==> config.mk <==
export PLATFORM = sky130hd
export DESIGN_NAME = stack_unit
export DESIGN_NICKNAME = d
export VERILOG_FILES = /design/src/rtl/stack_unit.sv
export SDC_FILE = /design/constraint.sdc
export NUM_CORES = 1
export LEC_CHECK = 0
export BUFFER_PORTS_ARGS = -buffer_cell sky130_fd_sc_hd__buf_2
export CAP_MARGIN = 25
export CORE_AREA = 4 4 156 128
export DETAILED_ROUTE_END_ITERATION = 10
export DIE_AREA = 0 0 160 132
export GPL_TIMING_DRIVEN = 0
export PLACE_DENSITY = 0.73
export SETUP_SLACK_MARGIN = 0.5
export SYNTH_ARGS = -nofsm -noshare
export SYNTH_HDL_FRONTEND = slang
export SYNTH_SLANG_ARGS = --single-unit
export TNS_END_PERCENT = 1
==> constraint.sdc <==
create_clock -name clk -period 2.6 [get_ports clk]
set_input_delay 0.39 -clock clk [delete_from_list [all_inputs] [get_ports clk]]
set_output_delay 0.39 -clock clk [all_outputs]
set_load 0.02 [all_outputs]
==> src/rtl/stack_unit.sv <==
// Hardware stack engine: PUSH/POP/CALL/RET against a single-port data memory
// with a ready handshake. The stack grows downward and SP points at the next free slot.
`timescale 1ns/1ps
module stack_unit #(
  parameter logic [31:0] STACK_TOP   = 32'd1023,
  parameter logic [31:0] STACK_LIMIT = 32'd768
) (
  input  logic        clk,
  input  logic        rst,
  input  logic        start,
  input  logic [2:0]  StackOp,
  input  logic [31:0] PCin,
  input  logic [31:0] regval,
  input  logic [31:0] mem_rdata,
  input  logic        mem_ready,
  output logic        mem_req,
  output logic        mem_we,
  output logic [31:0] mem_addr,
  output logic [31:0] mem_wdata,
  output logic [31:0] LMD,
  output logic [31:0] SP,
  output logic        busy,
  output logic        done,
  output logic        err
);

  localparam logic [2:0] OP_PUSH = 3'b001;
  localparam logic [2:0] OP_POP  = 3'b010;
  localparam logic [2:0] OP_CALL = 3'b011;
  localparam logic [2:0] OP_RET  = 3'b100;

  typedef enum logic [1:0] {
    S_IDLE,
    S_ACCESS,
    S_DONE
  } state_t;

  state_t      r_state;
  state_t      w_state_nxt;
  logic [31:0] r_sp;
  logic [31:0] r_lmd;
  logic [31:0] r_addr;
  logic [31:0] r_wdata;
  logic        r_we;
  logic        r_err;

  logic        w_op_valid;
  logic        w_op_write;
  logic        w_full;
  logic        w_empty;
  logic        w_op_err;
  logic        w_accept;
  logic [31:0] w_wdata;

  // Unsigned 32-bit stack-pointer steps; the range guard lives in w_op_err.
  function automatic logic [31:0] f_sp_dec(input logic [31:0] sp);
    return sp - 32'd1;
  endfunction

  function automatic logic [31:0] f_sp_inc(input logic [31:0] sp);
    return sp + 32'd1;
  endfunction

  always_comb begin
    w_op_valid = (StackOp == OP_PUSH) || (StackOp == OP_POP) ||
                 (StackOp == OP_CALL) || (StackOp == OP_RET);
    w_op_write = (StackOp == OP_PUSH) || (StackOp == OP_CALL);
    w_full     = (r_sp == STACK_LIMIT - 32'd1);
    w_empty    = (r_sp == STACK_TOP);
    w_op_err   = w_op_write ? w_full : w_empty;
    w_accept   = (r_state == S_IDLE) && start && w_op_valid;
    w_wdata    = (StackOp == OP_CALL) ? (PCin + 32'd1) : regval;
  end

  always_comb begin
    w_state_nxt = r_state;
    case (r_state)
      S_IDLE:   if (w_accept) w_state_nxt = w_op_err ? S_DONE : S_ACCESS;
      S_ACCESS: if (mem_ready) w_state_nxt = S_DONE;
      S_DONE:   w_state_nxt = S_IDLE;
      default:  w_state_nxt = S_IDLE;
    endcase
  end

  always_ff @(posedge clk) begin
    if (rst) begin
      r_state <= S_IDLE;
      r_sp    <= STACK_TOP;
      r_lmd   <= 32'd0;
      r_addr  <= 32'd0;
      r_wdata <= 32'd0;
      r_we    <= 1'b0;
      r_err   <= 1'b0;
    end else begin
      r_state <= w_state_nxt;
      if (w_accept) begin
        // Operands are frozen here so the bus stays stable through wait states.
        r_err   <= w_op_err;
        r_we    <= w_op_write;
        r_addr  <= w_op_write ? r_sp : f_sp_inc(r_sp);
        r_wdata <= w_op_write ? w_wdata : 32'd0;
      end
      if ((r_state == S_ACCESS) && mem_ready) begin
        if (r_we) begin
          r_sp <= f_sp_dec(r_sp);
        end else begin
          r_sp  <= f_sp_inc(r_sp);
          r_lmd <= mem_rdata;
        end
      end
    end
  end

  always_comb begin
    mem_req   = (r_state == S_ACCESS);
    mem_we    = mem_req && r_we;
    mem_addr  = r_addr;
    mem_wdata = r_wdata;
    LMD       = r_lmd;
    SP        = r_sp;
    busy      = (r_state != S_IDLE);
    done      = (r_state == S_DONE);
    err       = done && r_err;
  end

endmodule

**Yosys cells after proc, flatten, opt, wreduce, memory -nomap -nowiden**

Index checks and enable logic that the tools add are counted.

- Eq/ne operators: 10
- Bitwise operators: 1
- Reduce and logical (&&, ||, !) cells: 13
- Multiplexer cells: 9
- Add/sub/neg operators: 3

Operator list:

| kind | number |
|---|---|
| $mux W32 | 4 |
| $add A32 B1 Y32 const B | 2 |
| $eq A32 B10 Y1 const B | 2 |
| $sub A32 B1 Y32 const B | 1 |
| $eq A3 B2 Y1 const B | 2 |
| $mux W2 | 3 |
| $logic_and A1 B1 Y1 | 5 |
| $logic_or A1 B1 Y1 | 4 |
| $ne A2 B2 Y1 const B | 2 |
| $pmux W2 S2 | 1 |
| $reduce_and A2 Y1 | 2 |
| $eq A3 B1 Y1 const B | 1 |
| $eq A3 B3 Y1 const B | 1 |
| $eq A2 B1 Y1 const B | 1 |
| $eq A2 B2 Y1 const B | 1 |
| $logic_not A2 Y1 | 1 |
| $reduce_bool A2 Y1 | 1 |
| $mux W1 | 1 |
| $not A1 Y1 | 1 |

- Output and inout bits: 133
- Register bits: 132
- Bits of input ports: 103
- Word-level logic and storage cells: 43

**Longest topological paths before layout**

- Depth after elaboration: 7
- Gate-level depth with buffers: 8
- Mapped depth without buffers: 7

**Least setup slack after synthesis**

No wires, ideal clock.

- Path kind: register to register
- From: register r_sp[0], in the netlist SP[0]
- To: register r_sp[30], in the netlist SP[30]
- Path slack: 0.355 ns
- Data arrival time: 2.122 ns
- Data required time: 2.477 ns
- Clock period less this slack: 2.245 ns
- Library setup time: 0.123 ns
- Path buffers: 1
- Stages on the path, launching flop included: 9
- Path through: dfxtp_1 -> buf_2 -> inv_1 -> ha_1 -> or4b_4 -> nor4_4 -> nand2_1 -> o41ai_2 -> mux2_1

- Longest elaborated chain between the ends: 2
- Elaborated cells between the ends (all ways): 3
- Those cells by class: add/sub: 2; mux: 1

RTL lines:

| item | line | RTL |
|---|---|---|
| from (decl) | 40 | `logic [31:0] r_sp;` |
| from (signal assigned) | 105 | `r_sp <= f_sp_dec(r_sp);` |
| from (signal assigned) | 107 | `r_sp <= f_sp_inc(r_sp);` |
| $add A32 B1 Y32 or $sub A32 B1 Y32 (tied branches) | 61, 57 |  |
| $mux W32 (*) | 104 | `if (r_we) begin` |

Mark *: on every way between the ends. The rest lies on a longest branch, timed or not.
A chain may end at the register's enable or synchronous reset.

**Worst setup path after layout**

- From: register r_sp[10], in the netlist SP[10]
- To: register r_sp[30], in the netlist SP[30]

Same word-level chain as after synthesis.

==> PnR_summary.wiki <==
{| class="wikitable"
! Metric !! Value
|-
| Run status || complete, no violations
|-
| Net switching share of the total power || 0.297
|-
| Arrival time of data at the critical path endpoint || approximately 2.6 ns
|-
| Worst Setup Path Type || reg -> reg
|-
| Fmax || 433 MHz
|-
| TritonCTS clock tree || done
|-
| Required time of the worst setup path || between 2 and 3 ns
|-
| Vias in the first global route || between 8000 and 9000
|-
| Global-route wire length before repair || ~45 mm
|-
| Hpwl dp || ~22 mm
|-
| Leakage power figure || 4.17 nW
|-
| Crit path launch type || flop
|-
| EDFF count, synth || 0
|-
| Clock insertion delay at the later pin of the skew report || ~0.42 ns
|-
| All-layer global routing usage || 0.266
|-
| Max-slew violation count || 0
|-
| Final setup violating endpoints || 0
|-
| Max_cap viols || 0
|-
| Die span in x || 160 µm
|-
| Most common flop cell mapped by yosys || sky130_fd_sc_hd__dfxtp_1
|-
| Endpoint, Worst Hold || LMD[12]
|-
| Number of rows in the core area || 45
|-
| Layout cells sized above 1 || 0.306
|-
| Cell internal pwr || 3.97 mW
|-
| Power share of the sequential group || 0.383
|-
| Worst max-slew margin expressed relative to the limit || 0.306
|-
| Critical-path maximum fanout || 4
|-
| Number of register bits inferred by synthesis || between 100 and 150
|-
| Worst reg2reg path endpoint || SP[30]
|-
| Sequential cell area in the final layout || 2660 µm²
|-
| Peak VDD IR || 0.374 mV
|-
| DRT iter0 DRCs || approximately 910
|-
| Residual DRC count || 0
|-
| Initial antenna violation count || 0
|-
| Average size of a mapped cell || between 7 and 8 µm²
|-
| Final weighted congestion in routability-driven placement || ~1.0
|-
| I/O pin cnt || approximately 240
|-
| Post-layout net count || 1343
|-
| Netlist Area Pre-Place || approximately 7400 µm²
|-
| Clock period minus final worst setup slack || 2.31 ns
|-
| Number of distinct standard cells referenced by the synthesized netlist || between 70 and 80
|-
| Cell types occupying the most area after synthesis || sky130_fd_sc_hd__dfxtp_1 (36%), sky130_fd_sc_hd__nand2_1 (6.7%), sky130_fd_sc_hd__a21oi_1 (5.1%), sky130_fd_sc_hd__nand3_1 (3.6%), sky130_fd_sc_hd__o21ai_0 (3.2%)
|-
| Final worst clock skew || roughly 0.0073 ns
|-
| Register-to-register setup slack || 0.29 ns
|-
| Die outline height || about 130 µm
|-
| Hold buffer count at cts || 0
|-
| Unrepaired setup endpoints after global routing || true
|-
| Cell area after placement || 8860 µm²
|-
| Most common cell after layout, fill and taps aside || sky130_fd_sc_hd__buf_2
|-
| Mean number of vias per cell || approximately 6
|-
| Hold crit path type || in -> reg
|-
| Final core occ || 0.530
|-
| CTS Buf Count || 17
|-
| DRT Wirelength || roughly 30 mm
|-
| Hold path cells || 3
|-
| Clock root cell || sky130_fd_sc_hd__clkbuf_16
|-
| Maximum count of clock buffers along a single path || 2
|-
| Portion of total power attributed to the clock network || 0.431
|-
| Fin. Hold Viols || 0
|-
| Syn nets || 1068
|-
| Clock transition time at the flip-flop clock pins of the worst setup and hold paths || around 0.06 ns
|-
| Non-Filler Instances || ~1500
|-
| Largest net degree at the start of global routing || 17
|-
| Fraction of post-synthesis cell area in the top cell type by area || 0.357
|-
| Critical Path End Type || flop
|-
| Slew at the pin with the worst max-slew slack || between 1 and 1.5 ns
|-
| Cell total after placement || between 1000 and 1500
|-
| Diodes inserted || 0
|-
| Deepest level of the CTS H-tree || 4
|-
| Gate count of the mapped netlist || 962
|-
| Die footprint || 21100 µm²
|-
| Area of combinational cells with multiple inputs || approximately 4500 µm²
|-
| Launch point of the worst reg-to-reg path || SP[10]
|-
| Initial core utilization || 0.398
|-
| Layout overhead on the synthesized area || 33.2%
|-
| Total power after layout || 5.65 mW
|-
| Clock sink count || between 100 and 150
|-
| Number of buffer cells added on primary ports || 234
|-
| Combinational power share || 0.186
|-
| Commonest non-fill, non-tap cells in the layout || sky130_fd_sc_hd__buf_2 (253), sky130_fd_sc_hd__nand2_1 (131), sky130_fd_sc_hd__dfxtp_1 (126)
|-
| Power density of the placed cells || 574 nW/µm²
|-
| Synth area leader || sky130_fd_sc_hd__dfxtp_1
|-
| Switching pwr || 1.68 mW
|-
| Placeable core region || 18600 µm²
|-
| Path depth of the worst reg2reg path || 6
|-
| Via count of the routed design || 8721
|-
| Crit share post-route || 0.887
|-
| Number of warnings issued by yosys || 0
|-
| Startpoint of the most critical hold path || mem_rdata[12]
|-
| Sequential fraction of the synthesis area || 0.357
|-
| Post-Layout Inst Area || a little under 10000 µm²
|-
| Fill cell instance count of the final layout || about 1800
|-
| Router iterations before antenna repair || 6
|-
| GRT Residual Overflow || 0
|-
| ANT nets after route || 0
|-
| Proportion of register bits with asynchronous set or reset after synthesis || 0
|-
| Mean routed wirelength per cell || around 20 µm
|}
==> cells in the mapped netlist (all sizes together), types with 9 or more instances <==
| cell type | instances |
|---|---|
| inv | 16 |
| nand3 | 55 |
| nor3 | 34 |
| nor4 | 31 |
| nor2 | 58 |
| nand2 | 131 |
| a22oi | 11 |
| xor2 | 25 |
| dfxtp | 132 |
| buf | 31 |
| a21o | 12 |
| a31oi | 17 |
| or4 | 9 |
| nand4 | 38 |
| a21oi | 76 |
| clkbuf | 56 |
| and3 | 13 |
| xnor2 | 12 |
| o21ai | 67 |
| or3 | 14 |
| a32oi | 14 |
==> logic make-up (layout without fill, tap and decap cells) <==
| logic type | after synthesis | in the layout | synth area share |
|---|---|---|---|
| xor+xnor | 37 | 37 | 0.0438 |
| fa+ha+maj | 3 | 3 | 0.00508 |
| compound gates | 257 | 257 | 0.222 |
| buf+inv | 103 | 389 | 0.0589 |
| mux | 9 | 9 | 0.0124 |
| flops | 132 | 132 | 0.357 |
| simple gates | 421 | 421 | 0.300 |
==> power groups by stage <==
stage                     Clock, mW  Combinational, mW  Sequential, mW
after floorplan                   0              0.494            2.28
after global placement            0              0.948            2.20
after detailed placement          0              0.961            2.20
after CTS                      2.46              0.994            2.16
after global routing           2.55               1.13            2.17
final                          2.43               1.05            2.16
==> routing by layer <==
layer | track usage | part of all wire | routed length [µm]
met1 | 0.373 | 0.43 | 12700
met2 | 0.404 | 0.44 | 12900
met3 | 0.0644 | 0.098 | 2880
met5 | 0 | 0 | 0
met4 | 0.0870 | 0.029 | 852
==> critical path: stages (launching register included) <==
cell and delay (ns):
sky130_fd_sc_hd__dfxtp_4 0.35, sky130_fd_sc_hd__buf_8 0.12, sky130_fd_sc_hd__or4_4 0.53, sky130_fd_sc_hd__nor4_4 0.42, sky130_fd_sc_hd__nand2_1 0.12, sky130_fd_sc_hd__o41ai_2 0.29
sky130_fd_sc_hd__mux2_1 0.35
==> registers in the layout (all words and copies together) (netlist names) <==
| name | flops |
|---|---|
| LMD | 32 |
| SP | 32 |
| mem_addr | 32 |
| mem_wdata | 32 |
| r_err | 1 |
| r_state | 2 |
| r_we | 1 |
==> worst max-delay path by stage <==
stage / endpoint / cells after the start / slack (ns) / from
after floorplan: SP[30] / 8 / 0.35 / SP[0]
after global placement: mem_addr[11] / 7 / -0.15 / SP[9]
after detailed placement: LMD[19] / 6 / -0.17 / r_state[0]
after CTS: SP[30] / 8 / 0.22 / SP[0]
after global routing: SP[26] / 7 / 0.22 / SP[10]
final: SP[30] / 6 / 0.29 / SP[10]
==> cell type report <==
class	instances	area share
multi-input cells	727	0.456
inverters	16	0.00635
well taps	235	0.0298
clock buffers	19	0.0450
clock inverters	11	0.0138
plain buffers	87	0.0442
flip-flops and latches	132	0.270
repair buffers	256	0.136
==> timing repair <==
action	in CTS	in global routing
pin swaps	5	10
gates resized for setup	25	61
setup buffers	10	12
endpoints found under the setup margin	121	123
==> metrics by stage <==
step / hold WS, ns / worst slack [ns] / TNS (ns)
final: 0.201 / 0.293 / 0
after global routing: 0.190 / 0.215 / 0
after CTS: 0.181 / 0.225 / 0
after detailed placement: 0.424 / -0.175 / -4.52
after global placement: 0.422 / -0.148 / -3.80
after floorplan: 0.427 / 0.355 / 0
Power figures use the tool's default switching activity.
